**src/rtl/branch_flush_ctrl_pkg.sv**
```systemverilog
// Pipeline-wide definitions for control-flow resolution: opcode encodings,
// squash-controller state encoding and the control-flow opcode decode.
package branch_flush_ctrl_pkg;

  typedef logic [3:0] opcode_t;

  localparam opcode_t OP_BEQ = 4'b1000;
  localparam opcode_t OP_JAL = 4'b1001;
  localparam opcode_t OP_JLR = 4'b1010;
  localparam opcode_t OP_JRI = 4'b1011;
  localparam opcode_t OP_BNE = 4'b1100;
  localparam opcode_t OP_BLT = 4'b1101;

  localparam int FLUSH_CNT_W = 4;

  typedef enum logic [1:0] {
    ST_IDLE  = 2'd0,
    ST_REQ   = 2'd1,
    ST_FLUSH = 2'd2
  } state_e;

  function automatic logic is_ctrl_flow(input opcode_t op);
    case (op)
      OP_BEQ, OP_JAL, OP_JLR, OP_JRI, OP_BNE, OP_BLT: return 1'b1;
      default:                                        return 1'b0;
    endcase
  endfunction

endpackage

```
**src/rtl/branch_flush_ctrl_cond_eval.sv**
```systemverilog
// Purely combinational branch-condition evaluator: opcode plus operands to
// take. Shared between the decode-stage squash logic and execute-stage resolver.
module branch_cond_eval
  import branch_flush_ctrl_pkg::*;
#(
  parameter int unsigned DATA_W = 16
) (
  input  opcode_t           opcode,
  input  logic [DATA_W-1:0] read_data0,
  input  logic [DATA_W-1:0] read_data1,
  output logic              take
);

  // NOTE: a default assignment ahead of the case keeps every path driven, so
  // no latch can be inferred if the decode list grows.
  always_comb begin
    take = 1'b0;
    case (opcode)
      OP_BEQ:                 take = (read_data0 == read_data1);
      OP_BNE:                 take = (read_data0 != read_data1);
      OP_BLT:                 take = ($signed(read_data0) < $signed(read_data1));
      OP_JAL, OP_JLR, OP_JRI: take = 1'b1;
      default:                take = 1'b0;
    endcase
  end

endmodule

```
**src/rtl/branch_flush_ctrl.sv**
```systemverilog
// Decode-stage branch squash controller: same-cycle IF/ID squash, redirect
// handshake with the PC unit, programmable flush bubbles and saturating stats.
module branch_flush_ctrl
  import branch_flush_ctrl_pkg::*;
#(
  parameter int unsigned DATA_W    = 16,
  parameter int unsigned OPC_W     = 4,
  parameter int unsigned FLUSH_CYC = 1,
  parameter int unsigned CNT_W     = 16
) (
  input  logic              clk,
  input  logic              rst_n,
  input  logic [OPC_W-1:0]  opcode,
  input  logic              valid_out_IFID,
  input  logic [DATA_W-1:0] read_data0,
  input  logic [DATA_W-1:0] read_data1,
  input  logic              stall_in,
  input  logic              redirect_ready,
  output logic              valid_in,
  output logic              redirect_req,
  output logic              flush_busy,
  output logic [CNT_W-1:0]  resolved_cnt,
  output logic [CNT_W-1:0]  taken_cnt
);

  localparam logic [FLUSH_CNT_W-1:0] FLUSH_LOAD = FLUSH_CNT_W'(FLUSH_CYC);

  state_e                 state_q;
  logic                   redirect_req_q;
  logic                   flush_busy_q;
  logic [FLUSH_CNT_W-1:0] flush_cnt_q;
  logic [CNT_W-1:0]       resolved_q, resolved_d;
  logic [CNT_W-1:0]       taken_q, taken_d;

  logic opc_hi_zero;
  logic is_ctrl;
  logic take;
  logic accept;
  logic squash;

  // Opcodes wider than the 4-bit encoding must not alias onto a branch.
  if (OPC_W > 4) begin : g_wide_opc
    assign opc_hi_zero = ~|opcode[OPC_W-1:4];
  end else begin : g_narrow_opc
    assign opc_hi_zero = 1'b1;
  end

  assign is_ctrl = opc_hi_zero && is_ctrl_flow(opcode[3:0]);

  branch_cond_eval #(
    .DATA_W(DATA_W)
  ) u_cond_eval (
    .opcode    (opcode[3:0]),
    .read_data0(read_data0),
    .read_data1(read_data1),
    .take      (take)
  );

  assign accept = (state_q == ST_IDLE) && valid_out_IFID && !stall_in && is_ctrl;
  assign squash = accept && take;

  // IF/ID stays valid under reset regardless of what sits in decode.
  assign valid_in = !rst_n || ((state_q == ST_IDLE) && !squash);

  // NOTE: sequential state uses non-blocking assignments only, so every
  // register samples the pre-edge values and ordering between blocks is moot.
  always_ff @(posedge clk or negedge rst_n) begin
    if (!rst_n) begin
      state_q        <= ST_IDLE;
      redirect_req_q <= 1'b0;
      flush_busy_q   <= 1'b0;
      flush_cnt_q    <= '0;
    end else begin
      case (state_q)
        ST_IDLE: begin
          if (squash) begin
            state_q        <= ST_REQ;
            redirect_req_q <= 1'b1;
            flush_busy_q   <= 1'b1;
          end
        end
        ST_REQ: begin
          if (redirect_ready) begin
            redirect_req_q <= 1'b0;
            if (FLUSH_CYC != 0) begin
              state_q     <= ST_FLUSH;
              flush_cnt_q <= FLUSH_LOAD;
            end else begin
              state_q      <= ST_IDLE;
              flush_busy_q <= 1'b0;
            end
          end
        end
        ST_FLUSH: begin
          // Counter runs through stalls; the last bubble is the cycle it reads 1.
          if (flush_cnt_q <= FLUSH_CNT_W'(1)) begin
            state_q      <= ST_IDLE;
            flush_busy_q <= 1'b0;
          end else begin
            flush_cnt_q <= flush_cnt_q - FLUSH_CNT_W'(1);
          end
        end
        default: begin
          state_q        <= ST_IDLE;
          redirect_req_q <= 1'b0;
          flush_busy_q   <= 1'b0;
        end
      endcase
    end
  end

  assign resolved_d = (accept && (resolved_q != '1)) ? resolved_q + CNT_W'(1) : resolved_q;
  assign taken_d    = (squash && (taken_q != '1))    ? taken_q + CNT_W'(1)    : taken_q;

  always_ff @(posedge clk or negedge rst_n) begin
    if (!rst_n) begin
      resolved_q <= '0;
      taken_q    <= '0;
    end else begin
      resolved_q <= resolved_d;
      taken_q    <= taken_d;
    end
  end

  assign redirect_req = redirect_req_q;
  assign flush_busy   = flush_busy_q;
  assign resolved_cnt = resolved_q;
  assign taken_cnt    = taken_q;

endmodule

```
**config.mk**
```make
export PLATFORM = sky130hd
export DESIGN_NAME = branch_flush_ctrl
export DESIGN_NICKNAME = d
export VERILOG_FILES = /design/src/rtl/branch_flush_ctrl_pkg.sv /design/src/rtl/branch_flush_ctrl_cond_eval.sv /design/src/rtl/branch_flush_ctrl.sv
export SDC_FILE = /design/constraint.sdc
export NUM_CORES = 1
export LEC_CHECK = 0
export CAP_MARGIN = 20
export CORE_MARGIN = 3
export CORE_UTILIZATION = 50
export DETAILED_ROUTE_END_ITERATION = 12
export GPL_TIMING_DRIVEN = 0
export MAX_ROUTING_LAYER = met4
export PLACE_DENSITY = 0.85
export SLEW_MARGIN = 30
export SYNTH_ARGS = -nofsm -noshare
export SYNTH_HDL_FRONTEND = slang
export SYNTH_SLANG_ARGS = --single-unit
```
**constraint.sdc**
```tcl
create_clock -name clk -period 4.45 [get_ports clk]
set_input_delay 0.445 -clock clk [delete_from_list [all_inputs] [get_ports clk]]
set_output_delay 0.445 -clock clk [all_outputs]
set_load 0.1 [all_outputs]
```
After elaboration in Yosys (flattened, before gate mapping). Cells that the tools add are included.

Add/sub/neg operators: 3. $lt $le $gt $ge: 2. Equality and inequality tests: 16. Multiplexer cells: 14. Bitwise operators: 2. Reductions and logical operators: 19.

Operators by type and width (number): $add A16 B1 Y16 const B (2); $ne A16 B16 Y1 const B (2); $eq A4 B4 Y1 const B (6); $eq A16 B16 Y1 (1); $lt A16 B16 Y1 (1); $ne A16 B16 Y1 (1); $reduce_and A3 Y1 (4); $mux W4 (2); $ne A2 B2 Y1 const B (4); $pmux W4 S2 (1); $logic_and A1 B1 Y1 (7); $mux W2 (3); $pmux W1 S3 (2); $pmux W2 S3 (1); $reduce_or A6 Y1 (1); $le A4 B1 Y1 const B (1); $mux W1 (4); $pmux W1 S4 (1); $sub A4 B1 Y4 const B (1); $logic_not A1 Y1 (3); $reduce_or A3 Y1 (1); $eq A2 B1 Y1 const B (1); $eq A2 B2 Y1 const B (1); $logic_not A2 Y1 (1); other kinds (3) (4).

Bits in registers: 40. Input port bits: 41. Output and inout port bits: 35. Word-level logic and storage cells: 62.

Depth between registers and ports, before layout.
Depth after elaboration: 8. Depth in mapped cells: 11. Gate-level depth less buffers: 9.

Modules after synthesis. Synthesis repeated with hierarchy kept, for this count alone.

Cells, all modules: 243. Area, all modules: 2343.5 sq um.

Modules (own cells, without submodules): branch_flush_ctrl (times used 1, cells an instance 178, area an instance 1881.8 sq um, sequential area each 1001.0 sq um); branch_cond_eval (times used 1, cells an instance 65, area an instance 461.7 sq um, sequential area each 0.0 sq um).

Least setup slack after synthesis. OpenSTA, ideal clock, no wires.

Path type: in2out. Start point: in read_data1[15]. End point: out valid_in. Data arrival time: 4442 ps. Required time: 4005 ps. Slack: -437 ps. Cell stages on the path: 11. Path buffers: 2. Cells stage by stage: inv_1 ha_1 nand4_1 or4_4 a21o_1 nand3_1 and4b_1 buf_6 buf_12 nor2_1 o31ai_1.

Word-level cells in the longest chain between the ends: 6. Elaborated cells between the ends (all ways): 8. Those cells by class: order compare (1); eq/ne (2); mux (1); reduce/logical (4).

RTL lines: start, declared (RTL line branch_flush_ctrl.sv:16) `input logic [DATA_W-1:0] read_data1,`; $lt A16 B16 Y1 (tied with other cells) (RTL line branch_flush_ctrl_cond_eval.sv:21) `OP_BLT: take = ($signed(read_data0) < $signed(read_data1));`; $pmux W1 S4 * (RTL line branch_flush_ctrl_cond_eval.sv:18) `case (opcode)`; $logic_and A1 B1 Y1 * (RTL line branch_flush_ctrl.sv:60) `assign squash = accept && take;`; $logic_not A1 Y1 * (RTL line branch_flush_ctrl.sv:63) `assign valid_in = !rst_n || ((state_q == ST_IDLE) && !squash);`; $logic_and A1 B1 Y1 * (RTL line branch_flush_ctrl.sv:63); $logic_or A1 B1 Y1 * (RTL line branch_flush_ctrl.sv:63); end, declared (RTL line branch_flush_ctrl.sv:19) `output logic valid_in,`.

Mark *: on every way between the ends. The rest lies on a longest branch, timed or not.

Final worst setup path. Ends and elaborated chain as after synthesis.

==> flow_summary.toml <==
[placed_design]
port_buffers = 75
place_ws_ps = -353.9
dpl.hpwl_um = 4261
gp_congestion = 0.7675

[synth]
ys_seq_area_frac = 0.4149
syn-num-nets = 306
syn_avg_cell_area_um2 = 9.846
ys_ff_latch = 40
synth-simple-area-share = 0.2521
synth_fa_ha_area_frac = 0.1037
yosys.cell_types.count = 40
ys.warnings.count = 0
synth_xor_area_frac = 0.1053
synth-compound-area-share = 0.06432
synth_top_family_by_area = "simple AND/OR/NAND/NOR gates"
syn_inst = 245
muxShareOfSynthArea = 0.01400
syn_area_um2 = 2412

[timing]
max_freq_ghz = 0.2371
setup_viol = 0
tns_ps = 0
rsz0062_at_grt = "false"
drv_slew = 0
period_share = 0.9480
fin_crit_ps = 4218
postLayoutSetupSlackWorst_ps = 231.5
worst_pin_slew_ps = 977.7
hold_viol = 0
worst_clock_skew_ps = 4.755
relSlewSlack = 0.3462

[setup_path]
path_class = "in -> out"
worst_path_max_delay_cell = "a2111oi_0"
end_kind = "output port"
critPathMaxFanout = 10
worstPathArrival_ps = 3770
crit_chain = "clkdlybuf4s50_1 > inv_1 > ha_1 > nand4_1 > nor3_1 > a2111oi_0 > a211oi_1 > and4b_1 > buf_6 > buf_12 > nor2_1 > o31ai_2 > clkdlybuf4s15_2"
cpPeakStageDelay_ps = 700
worstPathRequired_ps = 4010
crit_path_start_kind = "input pin"

[die]
die_h_um = 75.46
start_util = 0.5356
num_rows = 24
ios = 76
coreArea_um2 = 4504
die_x_um = 75.46
fp.dieArea_um2 = 5694

[power]
intPower_uw = 709.7
finalPower_uw = 1279
p_per_area_nw_per_um2 = 381.7
power_frac_seq = 0.374
swShare = 0.4451
power_frac_comb = 0.431
power.switching_uw = 569.4
clock_power_share = 0.196
peakVddDrop_mv = 0.4624
p_leak_uw = 0.001590

[clock_network]
cts.htree.levels = 2
clkTransAtPathRegs_ps = 80
clk_latency_ps = 290
numCtsBuffers = 5
cts_root_buf = "clkbuf_8"
cts_tree = "built"
clockBufferDepth = 2
clock_sink_count = 40
post_cts_buffers = 0

[worst_hold_path]
hold_path.class = "in -> async"

[route]
drc = 0
drt.antenna.violating_nets = 0
drt_iter0_drc = 88
firstDrtPassIters = 5
routedWlPerCell_um = 13.84
routed_via_density = 5.462
vias = 2081
wirelength_um = 5273

[cells_and_area]
nets = 389
n_antenna_cell = 0
area_delta_synth_final_pct = 38.90
drive_gt1_frac = 0.07599

[flow_run]
maxCapViolCount = 0

[status]
status = "finished, final reports clean"

[global_route]
grt_max_degree = 23
grt_overflow_total = 0
grt_pass1_vias = 1977
grt_usage = 0.2010
grt_pass1_wl_um = 8631
antenna_found_initial = 0
[final cells by class]
class | instances | area (um2)
well taps | 52 | 65.06
clock buffers | 7 | 86.33
flip-flops and latches | 40 | 1001
clock inverters | 1 | 7.507
multi-input cells | 182 | 1306
fillers | 340 | 1154
repair buffers | 76 | 774.5
plain buffers | 2 | 31.28
inverters | 21 | 78.83
[placed cells by master (no fill, tap or decap), types with 2 or more instances in the layout]
master           Yosys  layout
clkdlybuf4s50_1      0      73
dfrtp_1             40      40
nand2_1             29      29
inv_1               21      21
ha_1                20      20
xor2_1              18      18
nand3_1             13      13
nor2_1              11      11
and3_1              11      11
xnor2_1             11      11
nand4_1              8       8
nor3_1               8       8
a21oi_1              6       6
o21ai_0              6       6
clkbuf_8             0       6
nor3b_2              4       4
nor2b_1              3       3
nand2b_1             3       3
and2_1               3       3
a21o_1               2       2
a2111oi_0            2       2
nand3b_1             2       2
nor4_1               2       2
nor3_2               2       2
mux2_2               2       2
[cells in the mapped netlist]
master	instances	area share
nor3_1	8	0.017
buf_12	1	0.0083
nand4b_1	1	0.0036
or3_1	1	0.0026
o21ai_0	6	0.012
mux2_1	1	0.0047
and4b_1	1	0.0041
ha_1	20	0.10
a22o_1	1	0.0036
mux2_2	2	0.0093
and2_1	3	0.0078
and3_1	11	0.029
nand4_1	8	0.021
a2111oi_0	2	0.0073
dfrtp_1	40	0.41
nor3_2	2	0.0083
xor2_1	18	0.065
nor2_1	11	0.017
nand2b_1	3	0.0078
o31ai_1	2	0.0062
a21o_1	2	0.0062
a21oi_1	6	0.012
nand3b_1	2	0.0062
a211oi_1	1	0.0031
o2111ai_1	1	0.0036
nor2b_1	3	0.0078
nand2_1	29	0.045
nor4_1	2	0.0052
or4_4	1	0.0047
a31oi_1	1	0.0026
nor3_4	1	0.0067
nor4_2	1	0.0052
nand3_1	13	0.027
nor4b_2	1	0.0062
o22a_1	1	0.0036
inv_1	21	0.033
o211ai_1	1	0.0031
buf_6	1	0.0047
xnor2_1	11	0.040
nor3b_2	4	0.021
[worst max-delay path, delay by kind of cell]
family / cells / cell delay [ps]
adder cells (fa/ha/maj): 1 / 300
AO/OA/AOI/OAI: 3 / 1050
AND/OR/NAND/NOR: 4 / 590
buffers and inverters: 5 / 1370
[sequential cells by signal (all words and copies together) (netlist names)]
name and flops:
resolved_cnt 16, taken_cnt 16, flush_cnt_q 4, state_q 2, flush_busy 1, redirect_req 1
[per-layer routing]
layer  vias to the layer above  global-route usage  wire length [um]
met1                       996              0.2475              2266
li1                       1023                   -                 -
met4                         0             0.04078                46
met2                        54              0.3452              2699
met3                         8             0.03826               260
met5                         -                   -                 0
[repair_timing]
action | in CTS | in global routing
hold buffers | 0 | 0
resized for setup | 3 | 0
setup endpoints to repair | 1 | 0
[final timing paths]
| kind | startpoint | to | slack [ps] | cells past startpoint |
|---|---|---|---|---|
| min in group clk | flush_busy | flush_busy | 490 | 2 |
| worst max register to register | state_q[1] | resolved_cnt[13] | 1770 | 7 |
| worst min-delay path | rst_n | resolved_cnt[10] | 130 | 1 |
| max in group asynchronous | rst_n | flush_cnt_q[2] | 3840 | 2 |
| worst min register to register | flush_busy | flush_busy | 490 | 2 |
| worst max-delay path | read_data1[15] | valid_in | 230 | 13 |
[logic make-up after synthesis]
family	Yosys count
flops	40
compound gates	24
buf+inv	23
simple gates	106
mux	3
fa+ha+maj	20
xor+xnor	29
[through the flow]
stage / util / std cells / instance area, um2 / hold WS (ps)
after floorplan: - / 245 / 2417 / 149.4
after global placement: 0.7178 / 372 / 3233 / 470.2
after detailed placement: 0.7228 / 373 / 3256 / 461.5
after CTS: 0.7439 / 381 / 3351 / 148.1
after global routing: 0.7439 / 381 / 3351 / 157.2
final: 0.7439 / 381 / 3351 / 131.7
[power groups by stage]
stage	Sequential, uW	Combinational (uW)	Clock (uW)
2_1_floorplan	746	127	0
3_3_place_gp	483	540	0
3_5_place_dp	484	554	0
4_1_cts	478	556	253
5_1_grt	488	587	274
6_report	478	551	250
No activity file was read; power rests on OpenSTA's default activity.
